==> src/rtl/if_id_stage_if.sv <==
`default_nettype none
// ============================================================================
// Module   : if_id_stage_if
// Brief    : Instruction-memory req/ack bus between the fetch stage and imem.
// Revision : 1.0 - initial release
// ============================================================================
interface if_id_stage_if;
    logic        imem_req;
    logic [31:0] imem_addr;
    logic        imem_ack;
    logic [31:0] imem_rdata;

    modport master (
        output imem_req,
        output imem_addr,
        input  imem_ack,
        input  imem_rdata
    );

    modport slave (
        input  imem_req,
        input  imem_addr,
        output imem_ack,
        output imem_rdata
    );
endinterface
`default_nettype wire

==> src/rtl/if_id_stage.sv <==
`default_nettype none
// ============================================================================
// Module   : if_id_stage
// Brief    : MIPS instruction fetch with a one-entry skid buffer and IF/ID register.
// Revision : 1.0 - initial release
// ============================================================================
module if_id_stage #(
    parameter logic [31:0] RESET_PC = 32'h0000_0000
) (
    input  wire logic         clk,
    input  wire logic         reset,
    input  wire logic         stall,
    input  wire logic         flush,
    input  wire logic         redirect_valid,
    input  wire logic [31:0]  redirect_pc,
    if_id_stage_if.master     imem,
    output logic [31:0]       id_instr,
    output logic [5:0]        id_op,
    output logic [5:0]        id_funct,
    output logic [4:0]        id_rs,
    output logic [4:0]        id_rt,
    output logic [4:0]        id_rd,
    output logic [31:0]       id_pc,
    output logic [31:0]       id_pc_plus4,
    output logic              id_valid
);

    typedef enum logic [1:0] {
        S_IDLE  = 2'd0,
        S_FETCH = 2'd1,
        S_HELD  = 2'd2,
        S_DROP  = 2'd3
    } state_t;

    localparam logic [31:0] c_NOP = 32'h0000_0000;

    state_t      r_state;
    logic [31:0] r_pc;
    logic [31:0] r_fetch_addr;
    logic [31:0] r_hold_instr;
    logic [31:0] r_id_instr;
    logic [31:0] r_id_pc;
    logic [31:0] r_id_pc_plus4;
    logic        r_id_valid;

    state_t      w_state_nxt;
    logic [31:0] w_pc_nxt;
    logic [31:0] w_fetch_addr_nxt;
    logic [31:0] w_hold_nxt;
    logic        w_load_fetch;
    logic        w_deliver;
    logic [31:0] w_deliver_word;
    logic [31:0] w_target;
    logic [31:0] w_fetch_plus4;
    logic        w_discard;
    logic        w_ack;
    logic        w_unused_bits;

    assign w_target      = {redirect_pc[31:2], 2'b00};
    assign w_unused_bits = &{1'b0, redirect_pc[1:0]};
    assign w_fetch_plus4 = r_fetch_addr + 32'd4;
    assign w_discard     = redirect_valid | flush;
    assign w_ack         = imem.imem_ack;

    // Request is live exactly in the states that own an outstanding transaction.
    assign imem.imem_req  = (r_state == S_FETCH) || (r_state == S_DROP);
    assign imem.imem_addr = r_fetch_addr;

    always_comb begin
        w_state_nxt    = r_state;
        w_pc_nxt       = r_pc;
        w_hold_nxt     = r_hold_instr;
        w_load_fetch   = 1'b0;
        w_deliver      = 1'b0;
        w_deliver_word = r_hold_instr;

        case (r_state)
            S_IDLE: begin
                if (redirect_valid) begin
                    w_pc_nxt = w_target;
                end
                w_state_nxt  = S_FETCH;
                w_load_fetch = 1'b1;
            end

            S_FETCH: begin
                if (w_ack) begin
                    if (w_discard) begin
                        if (redirect_valid) begin
                            w_pc_nxt = w_target;
                        end
                        w_load_fetch = 1'b1;
                    end else if (!stall) begin
                        w_deliver      = 1'b1;
                        w_deliver_word = imem.imem_rdata;
                        w_pc_nxt       = w_fetch_plus4;
                        w_load_fetch   = 1'b1;
                    end else begin
                        w_hold_nxt  = imem.imem_rdata;
                        w_state_nxt = S_HELD;
                    end
                end else if (redirect_valid) begin
                    // The pending request must finish at its old address.
                    w_pc_nxt    = w_target;
                    w_state_nxt = S_DROP;
                end
            end

            S_HELD: begin
                if (w_discard) begin
                    w_pc_nxt     = redirect_valid ? w_target : r_fetch_addr;
                    w_state_nxt  = S_FETCH;
                    w_load_fetch = 1'b1;
                end else if (!stall) begin
                    w_deliver      = 1'b1;
                    w_deliver_word = r_hold_instr;
                    w_pc_nxt       = w_fetch_plus4;
                    w_state_nxt    = S_FETCH;
                    w_load_fetch   = 1'b1;
                end
            end

            S_DROP: begin
                if (redirect_valid) begin
                    w_pc_nxt = w_target;
                end
                if (w_ack) begin
                    w_state_nxt  = S_FETCH;
                    w_load_fetch = 1'b1;
                end
            end

            default: begin
                w_state_nxt = S_IDLE;
            end
        endcase
    end

    assign w_fetch_addr_nxt = w_load_fetch ? w_pc_nxt : r_fetch_addr;

    always_ff @(posedge clk or negedge reset) begin
        if (!reset) begin
            r_state      <= S_IDLE;
            r_pc         <= RESET_PC;
            r_fetch_addr <= RESET_PC;
            r_hold_instr <= c_NOP;
        end else begin
            r_state      <= w_state_nxt;
            r_pc         <= w_pc_nxt;
            r_fetch_addr <= w_fetch_addr_nxt;
            r_hold_instr <= w_hold_nxt;
        end
    end

    // Bubbles leave id_pc/id_pc_plus4 untouched so they still name the last real slot.
    always_ff @(posedge clk or negedge reset) begin
        if (!reset) begin
            r_id_instr    <= c_NOP;
            r_id_pc       <= 32'h0000_0000;
            r_id_pc_plus4 <= 32'h0000_0000;
            r_id_valid    <= 1'b0;
        end else if (flush) begin
            r_id_instr <= c_NOP;
            r_id_valid <= 1'b0;
        end else if (!stall) begin
            if (w_deliver) begin
                r_id_instr    <= w_deliver_word;
                r_id_pc       <= r_fetch_addr;
                r_id_pc_plus4 <= w_fetch_plus4;
                r_id_valid    <= 1'b1;
            end else begin
                r_id_instr <= c_NOP;
                r_id_valid <= 1'b0;
            end
        end
    end

    assign id_instr    = r_id_instr;
    assign id_op       = r_id_instr[31:26];
    assign id_rs       = r_id_instr[25:21];
    assign id_rt       = r_id_instr[20:16];
    assign id_rd       = r_id_instr[15:11];
    assign id_funct    = r_id_instr[5:0];
    assign id_pc       = r_id_pc;
    assign id_pc_plus4 = r_id_pc_plus4;
    assign id_valid    = r_id_valid;

endmodule
`default_nettype wire

==> src/flat_wrapper.sv <==
// flat-port wrapper written by rule: the top's interface ports become plain ports
module if_id_stage_flat 
#(
    parameter logic [31:0] RESET_PC = 32'h0000_0000
)
  (clk, reset, stall, flush, redirect_valid, redirect_pc, id_instr, id_op, id_funct, id_rs, id_rt, id_rd, id_pc, id_pc_plus4, id_valid, imem_imem_req, imem_imem_addr, imem_imem_ack, imem_imem_rdata);
  if_id_stage_if imem_i ();
  input  wire logic clk;
  input  wire logic reset;
  input  wire logic stall;
  input  wire logic flush;
  input  wire logic redirect_valid;
  input  wire logic [31:0] redirect_pc;
  output logic [31:0] id_instr;
  output logic [5:0] id_op;
  output logic [5:0] id_funct;
  output logic [4:0] id_rs;
  output logic [4:0] id_rt;
  output logic [4:0] id_rd;
  output logic [31:0] id_pc;
  output logic [31:0] id_pc_plus4;
  output logic id_valid;
  output wire logic [$bits(imem_i.imem_req)-1:0] imem_imem_req;
  output wire logic [$bits(imem_i.imem_addr)-1:0] imem_imem_addr;
  input wire logic [$bits(imem_i.imem_ack)-1:0] imem_imem_ack;
  input wire logic [$bits(imem_i.imem_rdata)-1:0] imem_imem_rdata;
  assign imem_imem_req = imem_i.imem_req;
  assign imem_imem_addr = imem_i.imem_addr;
  assign imem_i.imem_ack = imem_imem_ack;
  assign imem_i.imem_rdata = imem_imem_rdata;
  if_id_stage #(.RESET_PC(RESET_PC)) u_core (.clk(clk), .reset(reset), .stall(stall), .flush(flush), .redirect_valid(redirect_valid), .redirect_pc(redirect_pc), .imem(imem_i), .id_instr(id_instr), .id_op(id_op), .id_funct(id_funct), .id_rs(id_rs), .id_rt(id_rt), .id_rd(id_rd), .id_pc(id_pc), .id_pc_plus4(id_pc_plus4), .id_valid(id_valid));
endmodule
==> config.mk <==
export PLATFORM = sky130hd
export DESIGN_NAME = if_id_stage_flat
export DESIGN_NICKNAME = d
export VERILOG_FILES = /design/src/rtl/if_id_stage_if.sv /design/src/rtl/if_id_stage.sv /design/src/flat_wrapper.sv
export SDC_FILE = /design/constraint.sdc
export NUM_CORES = 1
export LEC_CHECK = 0
export ABC_CLOCK_PERIOD_IN_PS = 3000
export BUFFER_PORTS_ARGS = -buffer_cell sky130_fd_sc_hd__buf_4
export CAP_MARGIN = 20
export CORE_UTILIZATION = 38
export DETAILED_ROUTE_END_ITERATION = 8
export PLACE_DENSITY = 0.71
export SETUP_SLACK_MARGIN = 0.05
export SLEW_MARGIN = 20
export SYNTH_ARGS = -nofsm -noshare
export SYNTH_HDL_FRONTEND = slang
export SYNTH_SLANG_ARGS = --single-unit
==> constraint.sdc <==
create_clock -name clk -period 3 [get_ports clk]
set_clock_uncertainty 0.2 [all_clocks]
set_input_delay 0.3 -clock clk [delete_from_list [all_inputs] [get_ports clk]]
set_output_delay 0.3 -clock clk [all_outputs]
set_load 0.005 [all_outputs]
==> results of run 1 <==
-- cell type report --
cell class | instances | share of cell area [%]
clock buffers | 18 | 3.18
inverters | 12 | 0.334
flip-flops and latches | 193 | 35.8
well taps | 341 | 3.16
repair buffers | 321 | 19.3
clock inverters | 14 | 1.37
multi-input cells | 700 | 36.8
-- state kept, by name, summed over array words and instances (netlist names) --
name                   flops
u_core.imem.imem_addr     32
u_core.id_instr           32
u_core.id_pc              30
u_core.id_valid            1
u_core.r_pc               32
u_core.r_hold_instr       32
u_core.id_pc_plus4        32
u_core.r_state             2
-- metal layers --
layer	wire length, um	GRT usage, %	up-vias
li1	-	-	4132
met1	14000	31.3	4462
met2	14900	35.1	476
met3	2580	4.44	70
met4	889	8.86	0
met5	0	0	-
-- through the flow --
stage | cell area, um2 | power (uW)
final | 13500 | 11800
after CTS | 13500 | 11700
after global routing | 13500 | 12400
after floorplan | 10400 | 7070
after detailed placement | 12500 | 9340
after global placement | 12500 | 9140
-- power by group --
group	leakage [uW]	internal [uW]	switching (uW)
registers	0.00255	3520	738
logic	0.00329	2530	2630
clock network	0.000295	1140	1190
total	0.00613	7190	4560
-- kinds of logic after synthesis --
kind of cell	count (synthesis)	synth area share (%)
AOI/OAI and AO/OA	258	16.6
and+or+nand+nor	257	11.8
DFF	193	46.3
muxes	154	16.1
buffers and inverters	119	6.46
xor gates and xnor gates	26	2.18
adders and majority gates	5	0.600
-- worst max-delay path by stage --
stage	endpoint	startpoint	slack (ns)
floorplan	u_core.imem.imem_addr[26]	u_core.imem.imem_addr[2]	0.29
global placement	u_core.imem.imem_addr[21]	u_core.imem.imem_addr[9]	0.23
CTS	u_core.imem.imem_addr[21]	u_core.imem.imem_addr[9]	0.20
finish	u_core.imem.imem_addr[21]	u_core.imem.imem_addr[5]	0.21
detailed placement	u_core.imem.imem_addr[21]	u_core.imem.imem_addr[9]	0.22
global route	u_core.imem.imem_addr[26]	u_core.imem.imem_addr[9]	0.08
-- critical path, stage by stage, from the launching register on --
cell     delay (ns)
dfrtp_1        0.50
nand4_1        0.28
or4_1          0.70
or4_1          0.56
and3_1         0.19
o22ai_2        0.14
mux2_2         0.17
-- cell usage in the layout (no fill, tap or decap), drive strengths merged, types with 36 or more instances in the layout --
cell type,instances
a21oi,37
nor2,42
buf,284
dlygate4sd3,36
mux2,107
dfrtp,193
nand2,119
mux2i,47
o21ai,89
==> summary.txt, run 1 <==
Route
  • DRC viols: 0
  • WL/cell: 20.3 um
  • WL final: 32.4 mm
  • Vias per inst: 5.72
  • Antenna-violating nets left: 0
  • DR pass1 iterations: 5
  • Vias: 9,140
  • Initial drt markers: 963

Min path
  • Hold path depth: 3
  • Worst Hold End: u_core.r_pc[16]
  • Hold path startpoint: redirect_pc[16]
  • Worst Hold Class: primary input to flip-flop

Timing
  • Setup TNS: 0 ns
  • Fmax: 0.358 GHz
  • Count of final max-slew check failures: 0
  • RSZ-0062 raised after global routing: no
  • Slew headroom: 46.0%
  • Worst Tran Pin Value: 0.809 ns
  • Final worst-path cycle share: 93.0%
  • Final setup violating endpoints: 0
  • Worst hold slack: 0.0177 ns
  • Crit path time final: 2.79 ns
  • Final setup margin: 0.209 ns
  • Fin. Hold Viols: 0

Floorplanning
  • Die area: 0.0281 mm2
  • Io pins: 227
  • Core Box Area: 0.0270 mm2
  • Starting Density: 38.7%
  • Die height: 168 um
  • Cell row count: 60
  • Die extent in x: 168 um

Clocking
  • Post-CTS Setup Inserts: 0
  • CTS Hold Bufs: 36
  • Clock tree buffer depth: 2
  • CTS Sinks: 193
  • TritonCTS Buffers: 17
  • Reg clk slew, reported paths: 0.08 ns
  • H-tree levels: 4
  • Worst skew pair latency: 0.44 ns
  • Clock root buffer: clkbuf_16
  • CTS tree: yes
  • Post_cts resized: 0

Placement
  • Placer Congestion: 0.881
  • Final HPWL DP: 22.8 mm
  • Port bufs: 224
  • Pre-CTS setup slack: 0.215 ns
  • Cells after DPL: 1,531

Global route
  • Initial antenna violation count: 0
  • Remaining Overflow, GRT: 0
  • First-pass GRT wire length: 49.5 mm
  • Largest net degree at the start of global routing: 71
  • Vias in the first global route: 8,850
  • GRT Total Usage: 22.7%

Cells and area
  • Area of the multi-input gates: 0.00497 mm2
  • Core Util, Final: 50.1%
  • Register area: 0.00483 mm2
  • Area Overhead vs Synth: 29.3%
  • Layout cells sized above 1: 35.3%
  • ANT cells: 0
  • Filler cells: 2,441
  • Fin nets: 1,320
  • Final std cells w/o fill: 1,599

Pwr
  • Pleak: 0.00613 uW
  • Worst vdd ir: 0.000402 V
  • Power per cell area: 871 mW/mm2

Critical path
  • Arrival time worst endpoint: 2.98 ns
  • Reg2Reg Depth: 6
  • Critical Path End Type: flip-flop
  • R2r startpoint: u_core.imem.imem_addr[5]
  • Crit path kind: flip-flop to flip-flop
  • Critical path peak fanout: 10
  • Worst reg2reg endpoint: u_core.imem.imem_addr[21]
  • CP Launch Type: flip-flop
  • Reg2Reg Setup Slack: 0.21 ns
  • Worst path required time: 3.19 ns

Run status
  • Status: complete, no violations

Synth
  • Synth top area cells: dfrtp_1 (46%), mux2_2 (12%), mux2i_1 (4.5%), nand2_1 (4.3%), o21ai_0 (4.2%)
  • Synthesized area: 0.0104 mm2
  • Sequential area share after synthesis: 46.3%
  • Synth top area share: 46.3%
  • Most common cell in the netlist: dfrtp_1
  • Yosys top cell by area: dfrtp_1
  • Synth Register Bits: 193
  • Gate count of the mapped netlist: 1,012
  • Synthesis Warnings: 0
  • Post-synth top flop: dfrtp_1
  • Syn Nets: 1,087
  • EDFF count, synth: 0
  • Mean Syn Cell Area: 10.3 um2
  • Count of different cell masters after synthesis: 72
  • Top cells by count, synth: dfrtp_1 (193), nand2_1 (119), mux2_2 (107), o21ai_0 (88), clkbuf_1 (52)
  • Ys async rst share: 100%

Flow run
  • Max cap viols: 0
No activity file was read; power rests on OpenSTA's default activity.
==> inputs of run 2 (changes only) <==
--- a/config.mk
+++ b/config.mk
@@ -5,6 +5,7 @@
 export SDC_FILE = /design/constraint.sdc
 export NUM_CORES = 1
 export LEC_CHECK = 0
+export ABC_AREA = 1
 export ABC_CLOCK_PERIOD_IN_PS = 3000
 export BUFFER_PORTS_ARGS = -buffer_cell sky130_fd_sc_hd__buf_4
 export CAP_MARGIN = 20
==> run 2 against run 1 <==
Die area up 0.32%. Sequential power shrank 1%. Design area down 1.6%. Sequential share of layout area grew 0.58 points. Core utilization is 0.79 points lower. Count of clock-buffer cells in the layout shrank 1. Maximum frequency rose by 15%. Clock power hardly changed. Largest power group unchanged.
==> summary.txt, run 2 <==
Timing
  • RSZ-0062 raised after global routing: no
  • Worst Tran Pin Value: 0.758 ns
  • Fmax: 0.412 GHz
  • Count of final max-slew check failures: 0
  • Worst hold slack: 0.0637 ns
  • Fin. Hold Viols: 0
  • Crit path time final: 2.43 ns
  • Final worst-path cycle share: 81.0%
  • Setup TNS: 0 ns
  • Slew headroom: 49.5%
  • Final setup violating endpoints: 0

Critical path
  • Reg2Reg Depth: 9
  • Worst reg2reg endpoint: u_core.id_instr[24]
  • Reg2Reg Setup Slack: 0.57 ns
  • Critical path peak fanout: 40
  • CP Launch Type: flip-flop
  • Most Frequent Cell on Critical Path: nand2_1
  • Arrival time worst endpoint: 2.56 ns
  • Crit-path cells: inv_1 -> ha_1 -> nand2_1 -> nor2_1 -> inv_2 -> buf_12 -> nand2_1 -> o21ai_0 -> a32o_1
  • CP endpoint: u_core.id_instr[24]
  • Crit path kind: flip-flop to flip-flop
  • Setup crit start: u_core.r_state[1]
  • Critical Path End Type: flip-flop
  • Largest stage delay on the critical path: 0.42 ns
  • Worst path required time: 3.13 ns
  • R2r startpoint: u_core.r_state[1]
  • Slowest cell on crit path: dfrtp_1

Clocking
  • CTS Hold Bufs: 33
  • Reg clk slew, reported paths: 0.08 ns
  • Post_cts resized: 0
  • CTS Sinks: 193
  • H-tree levels: 4
  • Post-CTS Setup Inserts: 0
  • Clock root buffer: clkbuf_16
  • Worst skew pair latency: 0.44 ns
  • Clock tree buffer depth: 2
  • TritonCTS Buffers: 17
  • CTS tree: yes

Cells and area
  • Layout cells sized above 1: 20.4%
  • Most common cell after layout, fill and taps aside: nand2_1
  • Most frequent cells in the layout: nand2_1 (592), buf_4 (247), dfrtp_1 (193), o21ai_0 (121), inv_1 (104)
  • Fin nets: 1,693
  • Area Overhead vs Synth: 26.9%
  • Filler cells: 2,586

Pwr
  • Internal Power: 6360 uW
  • Combinational power share: 40.4%
  • Sw Pwr: 4600 uW
  • Clock Power Share: 21.2%
  • Pleak: 0.00712 uW
  • Sw frac: 41.9%
  • Power per cell area: 826 mW/mm2
  • Sequential share of power: 38.4%
  • Worst vdd ir: 0.000500 V

Route
  • DR pass1 iterations: 6
  • Initial drt markers: 1,015
  • Antenna-violating nets left: 0
  • DRC viols: 0
  • WL final: 33.3 mm
  • WL/cell: 16.9 um
  • Vias: 10,200
  • Vias per inst: 5.17

Floorplanning
  • Core Box Area: 0.0270 mm2
  • Die extent in x: 168 um
  • Cell row count: 60
  • Starting Density: 38.8%
  • Io pins: 227
  • Die height: 168 um
  • Die area: 0.0282 mm2

Run status
  • Status: complete, no violations

Global route
  • First-pass GRT wire length: 52.6 mm
  • Initial antenna violation count: 1
  • Largest net degree at the start of global routing: 88
  • Vias in the first global route: 9,489
  • Remaining Overflow, GRT: 0
  • GRT Total Usage: 23.9%

Synth
  • Count of different cell masters after synthesis: 36
  • Synthesized area: 0.0105 mm2
  • Most common cell in the netlist: nand2_1
  • Gate count of the mapped netlist: 1,415
  • Mean Syn Cell Area: 7.40 um2
  • Yosys top cell by area: dfrtp_1
  • Synth top area share: 46.1%
  • Synth top area cells: dfrtp_1 (46%), nand2_1 (21%), o21ai_0 (5.8%), inv_1 (3.7%), a21oi_1 (3.1%)
  • Sequential area share after synthesis: 46.1%
  • EDFF count, synth: 0
  • Synthesis Warnings: 0
  • Syn Nets: 1,490
  • Ys async rst share: 100%
  • Synth Register Bits: 193
  • Top cells by count, synth: nand2_1 (593), dfrtp_1 (193), o21ai_0 (121), inv_1 (104), a21oi_1 (65)
  • Post-synth top flop: dfrtp_1

Placement
  • Port bufs: 224
  • Final HPWL DP: 23.1 mm
  • Placer Congestion: 0.906

Flow run
  • Max cap viols: 0

Min path
  • Worst Hold Class: primary input to flip-flop
[run 2: cell types whose count changed in the layout (fill, tap and decap cells not counted), sizes merged, moves of 32 or more]
cell	before	now
nand2	119	601
mux2	107	0
buf	284	252
mux2i	47	1
o21ai	89	125
a32o	0	32
inv	18	119
[run 2: cells by family (layout without fill, tap and decap cells)]
kind of cell | Yosys count | in the layout | share of synthesized area [%]
AOI/OAI and AO/OA | 254 | 254 | 14.4
xor gates and xnor gates | 15 | 15 | 1.33
adders and majority gates | 5 | 5 | 0.598
buffers and inverters | 215 | 431 | 9.20
DFF | 193 | 193 | 46.1
muxes | 1 | 1 | 0.0956
other | 0 | 1 | 0
and+or+nand+nor | 732 | 732 | 28.2
[run 2: power by group through the flow]
stage               registers [uW]  logic, uW  clock network, uW
floorplan                     4060       2530                  0
global placement              4200       4250                  0
detailed placement            4230       4350                  0
CTS                           4180       4400               2380
global route                  4300       4950               2480
finish                        4210       4430               2330
[run 2: metal layers]
metal	share of wire (%)	global-route usage, %	up-vias
met5	0	0	-
met4	2.3	7.86	0
met3	8.0	4.49	52
met2	45	36.4	445
met1	45	34.0	4812
li1	-	-	4901
[run 2: how the worst min path moves through the flow]
stage | from | end | slack [ns] | cells after the start
4_1_cts | imem_imem_ack | u_core.r_pc[27] | 0.06 | 5
6_report | imem_imem_ack | u_core.r_pc[27] | 0.06 | 5
5_1_grt | redirect_pc[18] | u_core.r_pc[18] | 0.11 | 5
3_5_place_dp | reset | u_core.id_pc[24] | 0.22 | 1
2_1_floorplan | reset | u_core.id_instr[0] | -0.20 | 0
3_3_place_gp | reset | u_core.id_pc[24] | 0.21 | 1
[run 2: critical path: cells and delay by family, from the launching register on]
family          cells  cell delay, ns
simple gates        3            0.62
buf+inv             3            0.59
compound gates      2            0.29
flops               1            0.42
fa+ha+maj           1            0.17
[run 2: stage by stage]
step | setup WS (ns) | power (uW) | instances | utilization [%] | area [um2]
final | 0.570 | 11000 | 1973 | 49.3 | 13300
after global routing | 0.383 | 11700 | 1973 | 49.3 | 13300
after CTS | 0.605 | 11000 | 1972 | 49.3 | 13300
after detailed placement | 0.625 | 8580 | 1907 | 45.8 | 12300
after global placement | 0.652 | 8450 | 1907 | 45.8 | 12300
after floorplan | 0.965 | 6590 | 1415 | - | 10500
[run 2: final cells by class]
cell class | instances | area (um2) | area share (%)
sequential | 193 | 4830 | 36.4
multi-input combinational | 1007 | 4680 | 35.3
clock buffer | 17 | 425 | 3.20
clock inverter | 15 | 185 | 1.39
tap | 341 | 427 | 3.21
timing repair buffer | 286 | 2300 | 17.3
antenna | 1 | 2.50 | 0.0188
inverter | 113 | 425 | 3.20
==> inputs of run 3 (changes only) <==
--- a/config.mk
+++ b/config.mk
@@ -6,7 +6,7 @@
 export NUM_CORES = 1
 export LEC_CHECK = 0
 export ABC_AREA = 1
-export ABC_CLOCK_PERIOD_IN_PS = 3000
+export ABC_CLOCK_PERIOD_IN_PS = 2300
 export BUFFER_PORTS_ARGS = -buffer_cell sky130_fd_sc_hd__buf_4
 export CAP_MARGIN = 20
 export CORE_UTILIZATION = 38
==> constraint.sdc (replaced) <==
create_clock -name clk -period 2.3 [get_ports clk]
set_clock_uncertainty 0.2 [all_clocks]
set_input_delay 0.23 -clock clk [delete_from_list [all_inputs] [get_ports clk]]
set_output_delay 0.23 -clock clk [all_outputs]
set_load 0.005 [all_outputs]
==> run 3 against run 2 <==
Sequential power rose by 26%. Setup slack got worse by 0.48 ns. Global-route usage rose by 1.3 points. Clock power rose by 39%. Register-to-register slack got worse by 0.47 ns. Core utilization rose by 2.9 points. Non-clock buffer count rose by 63. Count of clock-buffer cells in the layout did not move. Sequential share of layout area fell by 1.9 points.
==> summary.txt, run 3 (synthesis results as in run 2) <==
Run status
  • Status: complete, no violations

Global route
  • Vias in the first global route: 9,989
  • First-pass GRT wire length: 55.2 mm
  • Initial antenna violation count: 1
  • Largest net degree at the start of global routing: 83
  • GRT Total Usage: 25.1%
  • Remaining Overflow, GRT: 0

Cells and area
  • Final std cells w/o fill: 2,035
  • Most frequent cells in the layout: nand2_1 (579), buf_4 (302), dfrtp_1 (184), o21ai_0 (120), inv_1 (104)
  • ANT cells: 0
  • Most common cell after layout, fill and taps aside: nand2_1
  • Filler cells: 2,529
  • Fin nets: 1,756
  • Layout cells sized above 1: 25.6%
  • Area Overhead vs Synth: 34.2%

Clocking
  • CTS tree: yes
  • TritonCTS Buffers: 17
  • CTS Sinks: 193
  • Worst skew pair latency: 0.45 ns
  • H-tree levels: 4
  • Reg clk slew, reported paths: 0.09 ns
  • Clock tree buffer depth: 2
  • Clock root buffer: clkbuf_16

Timing
  • Setup TNS: 0 ns
  • Fin. Hold Viols: 0
  • Crit path time final: 2.21 ns
  • Slew headroom: 64.2%
  • Final setup margin: 0.0875 ns
  • RSZ-0062 raised after global routing: yes
  • Final setup violating endpoints: 0
  • Final worst-path cycle share: 96.2%
  • Fmax: 0.452 GHz
  • Worst Tran Pin Value: 0.536 ns
  • Count of final max-slew check failures: 0

Placement
  • Final HPWL DP: 24.8 mm
  • Placer Congestion: 0.930
  • Pre-CTS setup slack: 0.0518 ns
  • Cells after DPL: 1,950
  • Port bufs: 224

Floorplanning
  • Cell row count: 60
  • Starting Density: 38.8%
  • Core Box Area: 0.0270 mm2
  • Die area: 0.0282 mm2
  • Die extent in x: 168 um
  • Die height: 168 um
  • Io pins: 227

Route
  • Vias per inst: 5.25
  • DR pass1 iterations: 5
  • Initial drt markers: 1,261
  • Vias: 10,700
  • WL final: 35.7 mm
  • WL/cell: 17.5 um
  • DRC viols: 0
  • Antenna-violating nets left: 0

Pwr
  • Worst vdd ir: 0.000566 V
  • Pleak: 0.00751 uW
  • Power per cell area: 1100 mW/mm2

Critical path
  • CP Launch Type: flip-flop
  • Arrival time worst endpoint: 1.78 ns
  • Critical path peak fanout: 8
  • Worst path required time: 1.87 ns
  • Crit path kind: flip-flop to output port
  • Critical Path End Type: output port

Min path
  • Worst Hold Class: primary input to flip-flop

Flow run
  • Max cap viols: 0
-- run 3: routing by layer --
metal | part of all wire [%] | global-route usage [%] | vias to the layer above
li1 | - | - | 5013
met1 | 44 | 36.3 | 5080
met2 | 45 | 37.5 | 527
met3 | 9.3 | 5.45 | 65
met4 | 2.3 | 7.86 | 0
met5 | 0 | 0 | -
-- run 3: what timing repair did --
item | in CTS | in global routing
hold endpoints to repair | 150 | 0
resized for setup | 1 | 52
pin swaps | 0 | 16
setup buffers | 0 | 18
endpoints found under the setup margin | 1 | 104
hold buffers | 34 | 0
gates cloned | 0 | 1
-- run 3: layout make-up --
cell class / count / area (um2) / area share (%)
Sequential cell: 193 / 4840 / 34.5
Multi-Input combinational cell: 1007 / 4840 / 34.5
Timing Repair Buffer: 349 / 2860 / 20.3
Inverter: 113 / 428 / 3.05
Tap cell: 341 / 427 / 3.04
Clock buffer: 17 / 425 / 3.03
Clock inverter: 15 / 230 / 1.64
-- run 3: report_power, final --
part           internal (uW)  total [uW]  switching, uW
clock                   1550        3250           1690
sequential              4520        5320            799
combinational           2870        6870           4000
total                   8950       15400           6490
-- run 3: path summary, 6_finish.rpt --
path / depth (start not counted) / slack, ns / startpoint / endpoint
min: 5 / 0.02 / redirect_pc[21] / u_core.r_pc[21]
max reg2reg: 14 / 0.10 / u_core.imem.imem_addr[3] / u_core.imem.imem_addr[28]
min reg2reg: 2 / 0.28 / u_core.id_pc[24] / u_core.id_pc[24]
max in group asynchronous: 3 / 1.05 / reset / u_core.r_hold_instr[20]
min in group asynchronous: 2 / 0.10 / reset / u_core.id_pc[21]
max: 4 / 0.09 / u_core.r_state[0] / imem_imem_req
-- run 3: per-stage QoR --
stage	cell area (um2)	hold slack [ns]	util (%)	power, uW
6_report	14000	0.0184	52.1	15400
5_1_grt	14000	0.0310	52.1	16500
4_1_cts	13700	0.00238	50.8	15000
3_5_place_dp	12700	0.0416	47.1	11700
3_3_place_gp	12700	0.0421	47.1	11500
2_1_floorplan	10500	-0.266	-	8600
-- run 3: critical path, cell delays in order (launching register included) --
cell,delay (ns)
dfrtp_1,0.42
ha_1,0.24
buf_4,0.18
or2_2,0.34
buf_4,0.15
